## src/rtl/seq_alu_exec.sv

```systemverilog
// Multi-cycle execute unit: single-cycle logic/arith/compare ops, iterative
// one-bit-per-cycle shifts, registered result behind a valid/ready handshake.
module seq_alu_exec #(
    parameter int XLEN = 32
) (
    input  logic            clk,
    input  logic            rst_n,
    input  logic            in_valid,
    output logic            in_ready,
    input  logic [3:0]      alu_ctrl,
    input  logic [XLEN-1:0] op_a,
    input  logic [XLEN-1:0] op_b,
    output logic            out_valid,
    input  logic            out_ready,
    output logic [XLEN-1:0] result,
    output logic            zero,
    output logic            busy
);
    typedef enum logic [1:0] {IDLE, SHIFT, DONE} state_t;

    localparam logic [3:0] OP_ADD = 4'd0, OP_SUB = 4'd1, OP_AND = 4'd2, OP_OR  = 4'd3,
                           OP_XOR = 4'd4, OP_SLT = 4'd5, OP_SLTU = 4'd6, OP_SLL = 4'd7,
                           OP_SRL = 4'd8, OP_SRA = 4'd9;

    state_t          r_state, w_next;
    logic [3:0]      r_op;
    logic [XLEN-1:0] r_acc, r_result;
    logic [4:0]      r_cnt;

    logic            w_accept, w_is_shift, w_multi;
    logic [4:0]      w_shamt;
    logic [XLEN-1:0] w_alu, w_shifted;

    assign in_ready   = (r_state == IDLE);
    assign out_valid  = (r_state == DONE);
    assign busy       = (r_state == SHIFT);
    assign result     = r_result;
    assign zero       = (r_result == '0);

    assign w_shamt    = op_b[4:0];
    assign w_accept   = in_valid && (r_state == IDLE);
    assign w_is_shift = (alu_ctrl == OP_SLL) || (alu_ctrl == OP_SRL) || (alu_ctrl == OP_SRA);
    assign w_multi    = w_is_shift && (w_shamt != 5'd0);

    // Shift codes fall through to op_a: that is the zero-shamt result.
    always_comb begin
        w_alu = op_a + op_b;
        case (alu_ctrl)
            OP_SUB:  w_alu = op_a - op_b;
            OP_AND:  w_alu = op_a & op_b;
            OP_OR:   w_alu = op_a | op_b;
            OP_XOR:  w_alu = op_a ^ op_b;
            OP_SLT:  w_alu = {{(XLEN-1){1'b0}}, ($signed(op_a) < $signed(op_b))};
            OP_SLTU: w_alu = {{(XLEN-1){1'b0}}, (op_a < op_b)};
            OP_SLL, OP_SRL, OP_SRA: w_alu = op_a;
            default: w_alu = op_a + op_b;
        endcase
    end

    always_comb begin
        w_shifted = {r_acc[XLEN-2:0], 1'b0};
        case (r_op)
            OP_SRL:  w_shifted = {1'b0, r_acc[XLEN-1:1]};
            OP_SRA:  w_shifted = {r_acc[XLEN-1], r_acc[XLEN-1:1]};
            default: w_shifted = {r_acc[XLEN-2:0], 1'b0};
        endcase
    end

    always_ff @(posedge clk or negedge rst_n) begin
        if (!rst_n) r_state <= IDLE;
        else        r_state <= w_next;
    end

    always_comb begin
        w_next = r_state;
        case (r_state)
            IDLE:    if (w_accept) w_next = w_multi ? SHIFT : DONE;
            SHIFT:   if (r_cnt == 5'd1) w_next = DONE;
            DONE:    if (out_ready) w_next = IDLE;
            default: w_next = IDLE;
        endcase
    end

    always_ff @(posedge clk or negedge rst_n) begin
        if (!rst_n) begin
            r_op     <= '0;
            r_acc    <= '0;
            r_cnt    <= '0;
            r_result <= '0;
        end else if (w_accept) begin
            r_op  <= alu_ctrl;
            r_acc <= op_a;
            r_cnt <= w_shamt;
            if (!w_multi) r_result <= w_alu;
        end else if (r_state == SHIFT) begin
            r_acc <= w_shifted;
            r_cnt <= r_cnt - 5'd1;
            if (r_cnt == 5'd1) r_result <= w_shifted;
        end
    end
endmodule

```

## config.mk

```make
export PLATFORM = sky130hd
export DESIGN_NAME = seq_alu_exec
export DESIGN_NICKNAME = d
export VERILOG_FILES = /design/src/rtl/seq_alu_exec.sv
export SDC_FILE = /design/constraint.sdc
export NUM_CORES = 1
export LEC_CHECK = 0
export BUFFER_PORTS_ARGS = -buffer_cell sky130_fd_sc_hd__buf_2
export CELL_PAD_IN_SITES_DETAIL_PLACEMENT = 0
export CELL_PAD_IN_SITES_GLOBAL_PLACEMENT = 1
export CORE_MARGIN = 2
export CORE_UTILIZATION = 45
export DETAILED_ROUTE_END_ITERATION = 8
export MAX_ROUTING_LAYER = met4
export PLACE_DENSITY = 0.94
export SLEW_MARGIN = 20
export SYNTH_ARGS = -nofsm -noshare
export SYNTH_HDL_FRONTEND = slang
export SYNTH_SLANG_ARGS = --single-unit
```

## constraint.sdc

```tcl
create_clock -name clk -period 4 [get_ports clk]
set_clock_uncertainty 0.15 [all_clocks]
set_input_delay 0.6 -clock clk [delete_from_list [all_inputs] [get_ports clk]]
set_output_delay 0.6 -clock clk [all_outputs]
set_load 0.02 [all_outputs]
```

==> After elaboration in Yosys (flattened, before gate mapping) <==
Index checks and enable logic that the tools add are counted.
{ "word_totals": {"rom_bits": 0, "latch_bits": 0, "ramBits": 0, "inputBits": 72, "n_memories": 0, "output_inout_bits": 36, "ff_bits": 75} }
{ "classes": {"multipliers": 0, "add_sub_neg": 3, "eq_ne": 18, "div": 0, "n_reduce_logical": 12, "magnitude_cmp": 2, "n_mux": 15, "n_bitwise": 3, "shifts": 0} }
{ "op_table": {"columns": ["cell", "n"], "rows": [
  ["case mux 32 bit (7 select lines)", 1],
  ["2-to-1 mux 32 bit", 6],
  ["< comparator 32 bit", 2],
  ["case mux 32 bit (2 select lines)", 1],
  ["adder 32 bit", 1],
  ["AND 32 bit", 1],
  ["zero test 32 bit", 1],
  ["OR 32 bit", 1],
  ["subtractor 32 bit", 1],
  ["bitwise XOR 32 bit", 1],
  ["equality test 4 x 3 -> 1 bit (second input constant)", 4],
  ["equality test 4 bit (second input constant)", 4],
  ["2-to-1 mux 5 bit", 2],
  ["equality test 4 x 2 -> 1 bit (second input constant)", 2],
  ["2-to-1 mux 2 bit", 4],
  ["inequality test 2 x 1 -> 1 bit (second input constant)", 3],
  ["case mux 2 bit (3 select lines)", 1],
  ["AND reduction 3 bit", 2],
  ["equality test 5 x 1 -> 1 bit (second input constant)", 1],
  ["nonzero test 5 bit", 1],
  ["subtractor 5 x 1 -> 5 bit (second input constant)", 1],
  ["equality test 4 x 1 -> 1 bit (second input constant)", 1],
  ["nonzero test 2 bit", 2],
  ["OR reduction 3 bit", 1],
  ["6 further kinds", 8]
]} }

==> Logic depth before layout (Yosys ltp) <==
Gate-level depths: netlist of run 1.
{ "logic_depth": {"depth_word": 7, "mapped_depth": 13} }

==> Least setup slack after synthesis of run 1 <==
Ideal clock, no wire load.
{ "synth_timing": {"path_type": "input -> register", "from": "in op_a[0]", "to": "reg r_result[28] (netlist: result[28])", "required_time_ns": 3.773, "arrival_ns": 2.932, "n_path_buf": 0, "cell_stages": 13, "path_slack_ns": 0.840, "cell_sequence": "inv_1 ha_1 inv_1 fa_1 nor2b_1 o211ai_1 nand4b_4 nand4_2 a211oi_2 o21ai_2 a21oi_1 or4b_1 a21oi_1"} }
{ "synth_via": {"elab_chain_len": 4, "word_cells_on_any_way": 5, "cone_classes": "2 x add/sub; 3 x mux"} }
{ "synth_rtl": {"columns": ["element", "line", "source"], "rows": [
  ["from (decl)", "11", "input logic [XLEN-1:0] op_a,"],
  ["adder 32 bit or subtractor 32 bit (tied branches)", "56, 49", null],
  ["case mux 32 bit (7 select lines) (*)", "48", "case (alu_ctrl)"],
  ["2-to-1 mux 32 bit (*)", "94", "if (!w_multi) r_result <= w_alu;"],
  ["2-to-1 mux 32 bit (*)", "90", "end else if (w_accept) begin"],
  ["to (signal assigned)", "94", null],
  ["to (signal assigned)", "98", "if (r_cnt == 5'd1) r_result <= w_shifted;"],
  ["to (decl)", "27", "logic [XLEN-1:0] r_acc, r_result;"]
]} }
Every way passes the cells marked *; elsewhere a longest branch is shown, timed or not. The select of a mux whose other input is x is not followed.
A chain may end at the register's enable or synchronous reset.

==> Final worst setup path of run 1 <==
{ "layout_timing": {"from": "in op_a[0]", "to": "reg r_result[16] (netlist: result[16])"} }
The elaborated chain is that of the path after synthesis.

==> impl_metrics.py, run 1 <==
metrics = {
    "outcome": {
        "status": "finished, final reports clean",
    },
    "clock_tree": {
        "cts_tree": "built",
        "h-tree-depth": 3,
        "path_clk_slew_ns": 0.06,
        "cts_root_buf": "clkbuf_16",
        "cts_setup_buffers": 0,
        "clock_sinks": 75,
        "clock_latency_ns": 0.36,
        "cts_resized": 0,
        "cts_buffers": 9,
        "cts_hold_buf": 0,
        "cts_buffer_depth": 2,
    },
    "route": {
        "drt-initial-drc-count": 1297,
        "firstDrtPassIters": 6,
        "vias_per_cell": 6.43,
        "via_count": 10100,
        "drcViolationCount": 0,
        "ant_nets": 0,
        "finalWirelength_mm": 34.3,
        "wire_per_inst_um": 21.9,
    },
    "finish": {
        "syn_to_final_growth_pct": 12.6,
        "final_cell_area_mm2": 0.0105,
        "regArea_mm2": 0.00188,
        "final_cells": 1569,
        "multi_input_area_mm2": 0.00674,
        "final_layout_size_suffix_gt1_share_pct": 17.6,
        "nFillCells": 2033,
        "nets": 1465,
        "post-route-util_pct": 51.7,
    },
    "global_routing": {
        "grt_pass1_vias": 9479,
        "overflow": 0,
        "grt_pass1_wl_mm": 54.2,
        "antenna_found_initial": 1,
        "grt_max_degree": 76,
        "grt_use_total_pct": 32.2,
    },
    "timing": {
        "fin_tns_setup_ns": 0,
        "fmax_ghz": 0.283,
        "tightest_slew_ns": 1.06,
        "setup_viol": 0,
        "slew_violations": 0,
        "max_slew_margin_pct": 29.3,
        "rsz0062_at_grt": "no",
        "finalCritPeriodShare_pct": 88.5,
        "min_period_ns": 3.54,
        "hold_viol_final": 0,
    },
    "floorplanning": {
        "die-area_mm2": 0.0218,
        "io_pins": 108,
        "initial_utilization_pct": 45.9,
        "dieWidth_um": 148,
        "fp.dieH_um": 148,
        "rows": 52,
        "core-area_mm2": 0.0202,
    },
    "setup_path": {
        "criticalPathCategory": "input port to flop",
        "worstPathRequired_ns": 4.13,
        "reg2regPathDepth": 7,
        "crit_fanout": 4,
        "start_kind": "input port",
        "crit_arrival_ns": 3.67,
        "rr_startpoint": "r_state[0]",
        "crit_path_end_kind": "flop",
        "critPathLaunch": "op_a[0]",
    },
    "synth": {
        "synth.largest_area_cell": "dfrtp_1",
        "netlist_top_cells_count": "138 x nand2_1, 104 x nor2_1, 101 x o21ai_0",
        "synth_area_mm2": 0.00930,
        "syn_area_per_cell_um2": 7.56,
        "synth_area_leaders": "dfrtp_1 20%, ha_1 13%, nand2_1 5.6%",
        "yosys_warnings": 0,
        "synthFlopType": "dfrtp_1",
        "synth_edf_count": 0,
        "synth.ff_latch_count": 75,
        "yosysSeqAreaShare_pct": 20.2,
        "synth-async-reset-ratio_pct": 100,
        "synth_cell_types": 98,
        "synth_most_common_cell": "nand2_1",
        "syn_inst": 1230,
        "synth_fp_nets": 1402,
        "synth_top_area_share_pct": 20.2,
    },
    "place": {
        "dp.cells": 1552,
        "dpl_cell_area_mm2": 0.0101,
        "place_hpwl_mm": 25.1,
        "place.gp.congestion": 1.00,
        "port_buffers": 107,
    },
    "pwr": {
        "p_leak_nw": 4.66,
        "powerDensity_mw_per_mm2": 511,
        "peakVddDrop_mv": 0.304,
        "total_power_mw": 5.35,
    },
    "worst_hold_path": {
        "holdCritPathClass": "input port to asynchronous set/reset pin",
    },
    "flow_run": {
        "cap_violations": 0,
    },
}
-- logic make-up after synthesis --
group,Yosys count,synth area share [%]
flip-flops,75,20.2
AO/OA/AOI/OAI,444,33.1
buffers and inverters,183,7.95
multiplexers,40,4.68
XOR/XNOR,17,1.60
adder cells (fa/ha/maj),100,13.6
AND/OR/NAND/NOR,371,18.9
-- area by class of cell --
type | count | area share [%]
Timing Repair Buffer | 136 | 7.62
Sequential cell | 75 | 17.9
Tap cell | 270 | 3.23
Antenna cell | 1 | 0.0239
Multi-Input combinational cell | 972 | 64.4
Inverter | 99 | 3.57
Clock inverter | 7 | 1.11
Clock buffer | 9 | 2.15
-- power breakdown --
group | total (mW) | switching (mW) | internal (mW) | leakage [nW]
Sequential | 1.49 | 0.361 | 1.12 | 0.918
Combinational | 2.89 | 1.83 | 1.06 | 3.58
Clock | 0.968 | 0.359 | 0.608 | 0.165
-- final timing paths --
| kind | to | slack, ns |
|---|---|---|
| max reg2reg | result[25] | 1.26 |
| max | result[16] | 0.46 |
| min reg2reg | r_op[0] | 0.33 |
| min in group clk | r_state[1] | 0.26 |
| min | result[8] | 0.13 |
| max in group asynchronous | result[23] | 3.06 |
-- flip-flops by register name, indices dropped and copies added (netlist names) --
register  flops
r_op          4
r_acc        32
r_state       2
r_cnt         5
result       32
-- critical path, cell delays in order --
cell	delay, ns
buf_2	0.12
inv_1	0.10
ha_1	0.20
inv_1	0.06
fa_1	0.40
nor2b_1	0.16
o211ai_1	0.43
nand4b_4	0.18
a311oi_2	0.46
o21bai_1	0.11
a21oi_1	0.23
mux2i_1	0.22
o311ai_0	0.23
o21ai_1	0.18
-- layout by cell type (no fill, tap or decap), types with 5 or more instances in the layout --
| cell | instances |
|---|---|
| a211oi_1 | 12 |
| a221o_1 | 5 |
| buf_2 | 106 |
| ha_1 | 98 |
| o21ai_1 | 13 |
| nor2b_1 | 12 |
| o221ai_1 | 7 |
| o211ai_1 | 19 |
| or3_1 | 10 |
| a21o_1 | 9 |
| xnor2_1 | 15 |
| a222oi_1 | 5 |
| and3_1 | 6 |
| o31ai_1 | 11 |
| nand3_1 | 22 |
| nand2_1 | 138 |
| clkbuf_16 | 9 |
| mux2_2 | 28 |
| o21a_1 | 5 |
| mux2i_1 | 11 |
| a311oi_1 | 6 |
| a21oi_1 | 89 |
| nor2_1 | 103 |
| nor4_1 | 16 |
| o2111ai_1 | 12 |
| a31oi_1 | 13 |
| nand2b_1 | 12 |
| inv_1 | 94 |
| nand4_1 | 6 |
| dfrtp_1 | 75 |
| o21bai_1 | 10 |
| a221oi_1 | 19 |
| a22oi_1 | 44 |
| buf_4 | 26 |
| o21ai_0 | 101 |
| nor3_1 | 14 |
| o22ai_1 | 9 |
-- metal layers --
metal / global-route usage (%) / share of wire, %
met1: 47.1 / 45
met2: 44.8 / 41
met3: 6.36 / 11
met4: 8.99 / 2.5
met5: - / 0
-- per-stage QoR --
step	setup slack, ns	hold slack (ns)
4_1_cts	0.523	0.256
5_1_grt	0.194	0.192
3_3_place_gp	0.159	0.304
2_1_floorplan	0.840	0.154
3_5_place_dp	0.154	0.313
6_report	0.461	0.131
Power figures use the tool's default switching activity.
==> run 2: changes to the inputs <==
CORE_UTILIZATION = 34   (was 45)
CTS_CLUSTER_DIAMETER = 150   (was unset)
PLACE_DENSITY = 0.77   (was 0.94)
==> run 2 against run 1 <==
Sequential share of layout area down 0.11 points; critical path depth down 1; sequential power about the same; utilization down 13 points; wire length up 4.6%; register-to-register slack worse by 0.35 ns; flip-flop and latch count unchanged; clock power down 10%; critical endpoint is now result[21]; largest cell class unchanged; highest routed layer unchanged.
==> impl_metrics.py, run 2 (synthesis gave the netlist of run 1 again) <==
metrics = {
    "outcome": {
        "status": "finished, final reports clean",
    },
    "clock_tree": {
        "path_clk_slew_ns": 0.07,
        "cts_buffer_depth": 2,
        "cts_hold_buf": 0,
        "cts_resized": 0,
        "clock_latency_ns": 0.35,
        "cts_buffers": 9,
        "cts_tree": "built",
        "clock_sinks": 75,
        "cts_setup_buffers": 0,
        "cts_root_buf": "clkbuf_16",
        "h-tree-depth": 3,
    },
    "place": {
        "place.gp.congestion": 1.01,
        "place_hpwl_mm": 26.8,
        "dp.cells": 1630,
        "port_buffers": 107,
    },
    "route": {
        "drcViolationCount": 0,
        "drt-initial-drc-count": 1155,
        "ant_nets": 0,
        "firstDrtPassIters": 6,
        "met3_wirelength_mm": 3.17,
        "finalWirelength_mm": 35.9,
        "via_count": 10000,
        "wire_per_inst_um": 21.8,
        "routed.top_layer": "met4",
        "drt-met1-wl_mm": 17.1,
        "routed-wl-met2_mm": 15.2,
        "vias_per_cell": 6.09,
    },
    "finish": {
        "nFillCells": 2790,
        "nets": 1472,
        "final_common_cell": "nand2_1",
        "final_cell_mix": "138 x nand2_1, 106 x buf_2, 103 x nor2_1",
        "syn_to_final_growth_pct": 13.3,
        "final_cells": 1646,
        "final_layout_size_suffix_gt1_share_pct": 18.0,
        "post-route-util_pct": 39.2,
        "multi_input_area_mm2": 0.00674,
        "antenna_cells": 0,
        "regArea_mm2": 0.00188,
    },
    "timing": {
        "hold_ws_ns": 0.159,
        "tightest_slew_ns": 1.06,
        "slew_violations": 0,
        "hold_viol_final": 0,
        "fin_tns_setup_ns": 0,
        "finalCritPeriodShare_pct": 85.9,
        "min_period_ns": 3.43,
        "fmax_ghz": 0.291,
        "rsz0062_at_grt": "no",
        "setup_viol": 0,
        "max_slew_margin_pct": 29.3,
    },
    "global_routing": {
        "overflow": 0,
        "grt_pass1_wl_mm": 55.3,
        "grt_use_total_pct": 25.4,
        "antenna_found_initial": 0,
        "grt_max_degree": 54,
        "grt_pass1_vias": 9166,
    },
    "floorplanning": {
        "rows": 60,
        "initial_utilization_pct": 34.6,
        "die-area_mm2": 0.0287,
        "dieWidth_um": 169,
        "io_pins": 108,
        "fp.dieH_um": 169,
        "core-area_mm2": 0.0269,
    },
    "setup_path": {
        "crit_arrival_ns": 3.56,
        "start_kind": "input port",
        "crit_fanout": 10,
        "worstPathRequired_ns": 4.12,
        "crit_path_end_kind": "flop",
        "criticalPathCategory": "input port to flop",
    },
    "pwr": {
        "powerDensity_mw_per_mm2": 500,
        "p_leak_nw": 4.66,
        "peakVddDrop_mv": 0.239,
    },
    "worst_hold_path": {
        "holdCritPathClass": "input port to asynchronous set/reset pin",
    },
    "flow_run": {
        "cap_violations": 0,
    },
}
-- run 2: cell count changes in the layout (fill, tap and decap cells not counted), sizes merged --
| cell | previous run | this run |
|---|---|---|
| clkbuf | 9 | 11 |
| inv | 98 | 99 |
| diode | 1 | 0 |
| buf | 136 | 143 |
| clkinv | 4 | 3 |
| bufinv | 3 | 1 |
-- run 2: path summary, 6_finish.rpt --
path | start | endpoint | slack (ns) | cells past startpoint
min in group clk | out_ready | r_state[1] | 0.27 | 2
max in group asynchronous | rst_n | result[16] | 2.70 | 2
worst max register to register | r_state[0] | result[27] | 0.91 | 7
worst min register to register | r_op[3] | r_op[3] | 0.33 | 2
worst max-delay path | op_b[4] | result[21] | 0.57 | 13
worst min-delay path | rst_n | r_acc[7] | 0.16 | 1
-- run 2: cell type report --
cell class                 count  area share, %
sequential                    75           17.8
clock buffer                  11           2.30
tap                          341           4.05
timing repair buffer         143           7.79
multi-input combinational    972           63.9
clock inverter                 5          0.570
inverter                      99           3.55
-- run 2: power by group --
| group | switching, mW | internal, mW | total [mW] |
|---|---|---|---|
| Clock | 0.367 | 0.504 | 0.871 |
| Sequential | 0.383 | 1.12 | 1.51 |
| Combinational | 1.83 | 1.06 | 2.89 |
-- run 2: through the flow --
step	cell area (µm²)	setup WS [ns]	power [mW]
2_1_floorplan	9300	0.840	3.32
3_3_place_gp	10200	0.294	4.31
3_5_place_dp	10200	0.266	4.35
4_1_cts	10500	0.622	5.22
5_1_grt	10500	0.335	5.61
6_report	10500	0.566	5.27
-- run 2: critical path, cell delays in order --
cell and delay [ns]:
buf_2 0.17, inv_1 0.08, ha_1 0.45, nand2b_1 0.09, a311oi_1 0.34, a21oi_2 0.13, a311oi_1 0.32, o21bai_1 0.20
a211oi_2 0.57, mux2i_1 0.26, nor3_1 0.07, buf_4 0.14, o21ai_1 0.12
-- run 2: per-layer routing --
| layer | up-vias | GRT usage [%] |
|---|---|---|
| li1 | 4629 | - |
| met1 | 4867 | 37.7 |
| met2 | 499 | 35.8 |
| met3 | 31 | 4.03 |
| met4 | 0 | 5.50 |
| met5 | - | - |
==> run 3: changes to the inputs <==
REMOVE_ABC_BUFFERS = 1   (was unset)
==> run 3 against run 2 <==
Count of clock-buffer cells in the layout decreased by 2; register-to-register slack improved by 0.32 ns; combinational power increased by 2%; die area unchanged; global-route usage increased by 0.77 points; flip-flop and latch count unchanged; cell count increased by 0.49%; maximum frequency increased by 1.8%; worst hold slack improved by 0.079 ns; power increased by 1.3%; non-clock buffer count increased by 8; sequential share of layout area decreased by 0.094 points; largest cell class unchanged.
==> impl_metrics.py, run 3 (synthesis gave the netlist of run 1 again) <==
metrics = {
    "setup_path": {
        "crit_arrival_ns": 3.46,
        "criticalPathCategory": "input port to flop",
        "start_kind": "input port",
        "crit_fanout": 6,
        "crit_path_end_kind": "flop",
        "reg2regPathDepth": 8,
        "worstPathRequired_ns": 4.09,
        "critPathLaunch": "op_a[1]",
        "rr_startpoint": "r_state[0]",
    },
    "finish": {
        "nFillCells": 2837,
        "final_common_cell": "nand2_1",
        "final_layout_size_suffix_gt1_share_pct": 18.5,
        "syn_to_final_growth_pct": 13.9,
        "final_cell_area_mm2": 0.0106,
        "final_cells": 1654,
        "nets": 1480,
        "multi_input_area_mm2": 0.00673,
        "regArea_mm2": 0.00188,
        "final_cell_mix": "138 x nand2_1, 106 x buf_2, 103 x nor2_1",
        "antenna_cells": 0,
    },
    "pwr": {
        "peakVddDrop_mv": 0.414,
        "powerDensity_mw_per_mm2": 504,
        "total_power_mw": 5.33,
        "p_leak_nw": 4.70,
    },
    "timing": {
        "setup_viol": 0,
        "rsz0062_at_grt": "no",
        "hold_ws_ns": 0.237,
        "fmax_ghz": 0.296,
        "slew_violations": 0,
        "tightest_slew_ns": 0.951,
        "fin_tns_setup_ns": 0,
        "min_period_ns": 3.37,
        "hold_viol_final": 0,
        "max_slew_margin_pct": 36.6,
        "finalCritPeriodShare_pct": 84.3,
    },
    "place": {
        "place.gp.congestion": 0.929,
        "dpl_cell_area_mm2": 0.0103,
        "place_hpwl_mm": 27.1,
        "dp.cells": 1638,
        "port_buffers": 107,
    },
    "global_routing": {
        "grt_use_total_pct": 26.1,
        "grt_pass1_wl_mm": 56.9,
        "grt_max_degree": 66,
        "overflow": 0,
        "grt_pass1_vias": 9640,
        "antenna_found_initial": 0,
    },
    "floorplanning": {
        "rows": 60,
        "fp.dieH_um": 169,
        "initial_utilization_pct": 34.6,
        "core-area_mm2": 0.0269,
        "die-area_mm2": 0.0287,
        "dieWidth_um": 169,
        "io_pins": 108,
    },
    "route": {
        "drt-initial-drc-count": 1020,
        "firstDrtPassIters": 6,
        "ant_nets": 0,
        "finalWirelength_mm": 36.5,
        "vias_per_cell": 6.04,
        "via_count": 9990,
        "drcViolationCount": 0,
        "wire_per_inst_um": 22.1,
    },
    "clock_tree": {
        "cts_resized": 0,
        "clock_latency_ns": 0.36,
        "cts_buffer_depth": 2,
        "h-tree-depth": 3,
        "clock_sinks": 75,
        "cts_setup_buffers": 0,
        "cts_tree": "built",
        "cts_root_buf": "clkbuf_16",
        "cts_hold_buf": 0,
        "cts_buffers": 9,
        "path_clk_slew_ns": 0.07,
    },
    "worst_hold_path": {
        "holdCritPathClass": "input port to asynchronous set/reset pin",
    },
    "outcome": {
        "status": "finished, final reports clean",
    },
    "flow_run": {
        "cap_violations": 0,
    },
}
==> run 3: routing by layer <==
| metal | routed length (µm) | vias to the layer above | global-route usage [%] |
|---|---|---|---|
| met4 | 801 | 0 | 6.95 |
| met3 | 2670 | 58 | 3.71 |
| met1 | 17000 | 4858 | 36.7 |
| met2 | 16000 | 425 | 39.3 |
| li1 | - | 4649 | - |
| met5 | 0 | - | - |
==> run 3: layout make-up <==
cell class / count / area share [%]
multi-input cells: 972 / 63.6
well taps: 341 / 4.03
clock inverters: 7 / 0.650
repair buffers: 151 / 8.32
clock buffers: 9 / 2.13
inverters: 99 / 3.53
flip-flops and latches: 75 / 17.7
==> run 3: stage by stage <==
step                setup slack (ns)  utilization [%]
global placement               0.287             38.3
finish                         0.627             39.4
detailed placement             0.244             38.3
global route                   0.322             39.4
CTS                            0.621             39.4
floorplan                     -0.519                -
==> run 3: final timing paths <==
kind,end,slack [ns]
max in group asynchronous,r_acc[11],2.73
max reg2reg,result[28],1.23
max,result[17],0.63
min,r_acc[31],0.24
min reg2reg,r_op[0],0.35
min in group clk,r_state[1],0.25
==> run 3: critical path, stage by stage <==
cell,delay (ns)
buf_2,0.17
inv_1,0.10
ha_1,0.33
nor2_1,0.08
o311ai_1,0.38
a21oi_2,0.17
a311oi_1,0.30
o21bai_1,0.19
a311oi_1,0.51
nor4_1,0.09
a2111oi_0,0.43
nor3_1,0.09
==> run 3: report_power, final <==
part           internal, mW  leakage [nW]  switching, mW
combinational          1.08          3.64           1.88
sequential             1.12         0.918          0.374
clock                 0.482         0.141          0.393
total                  2.69          4.70           2.64
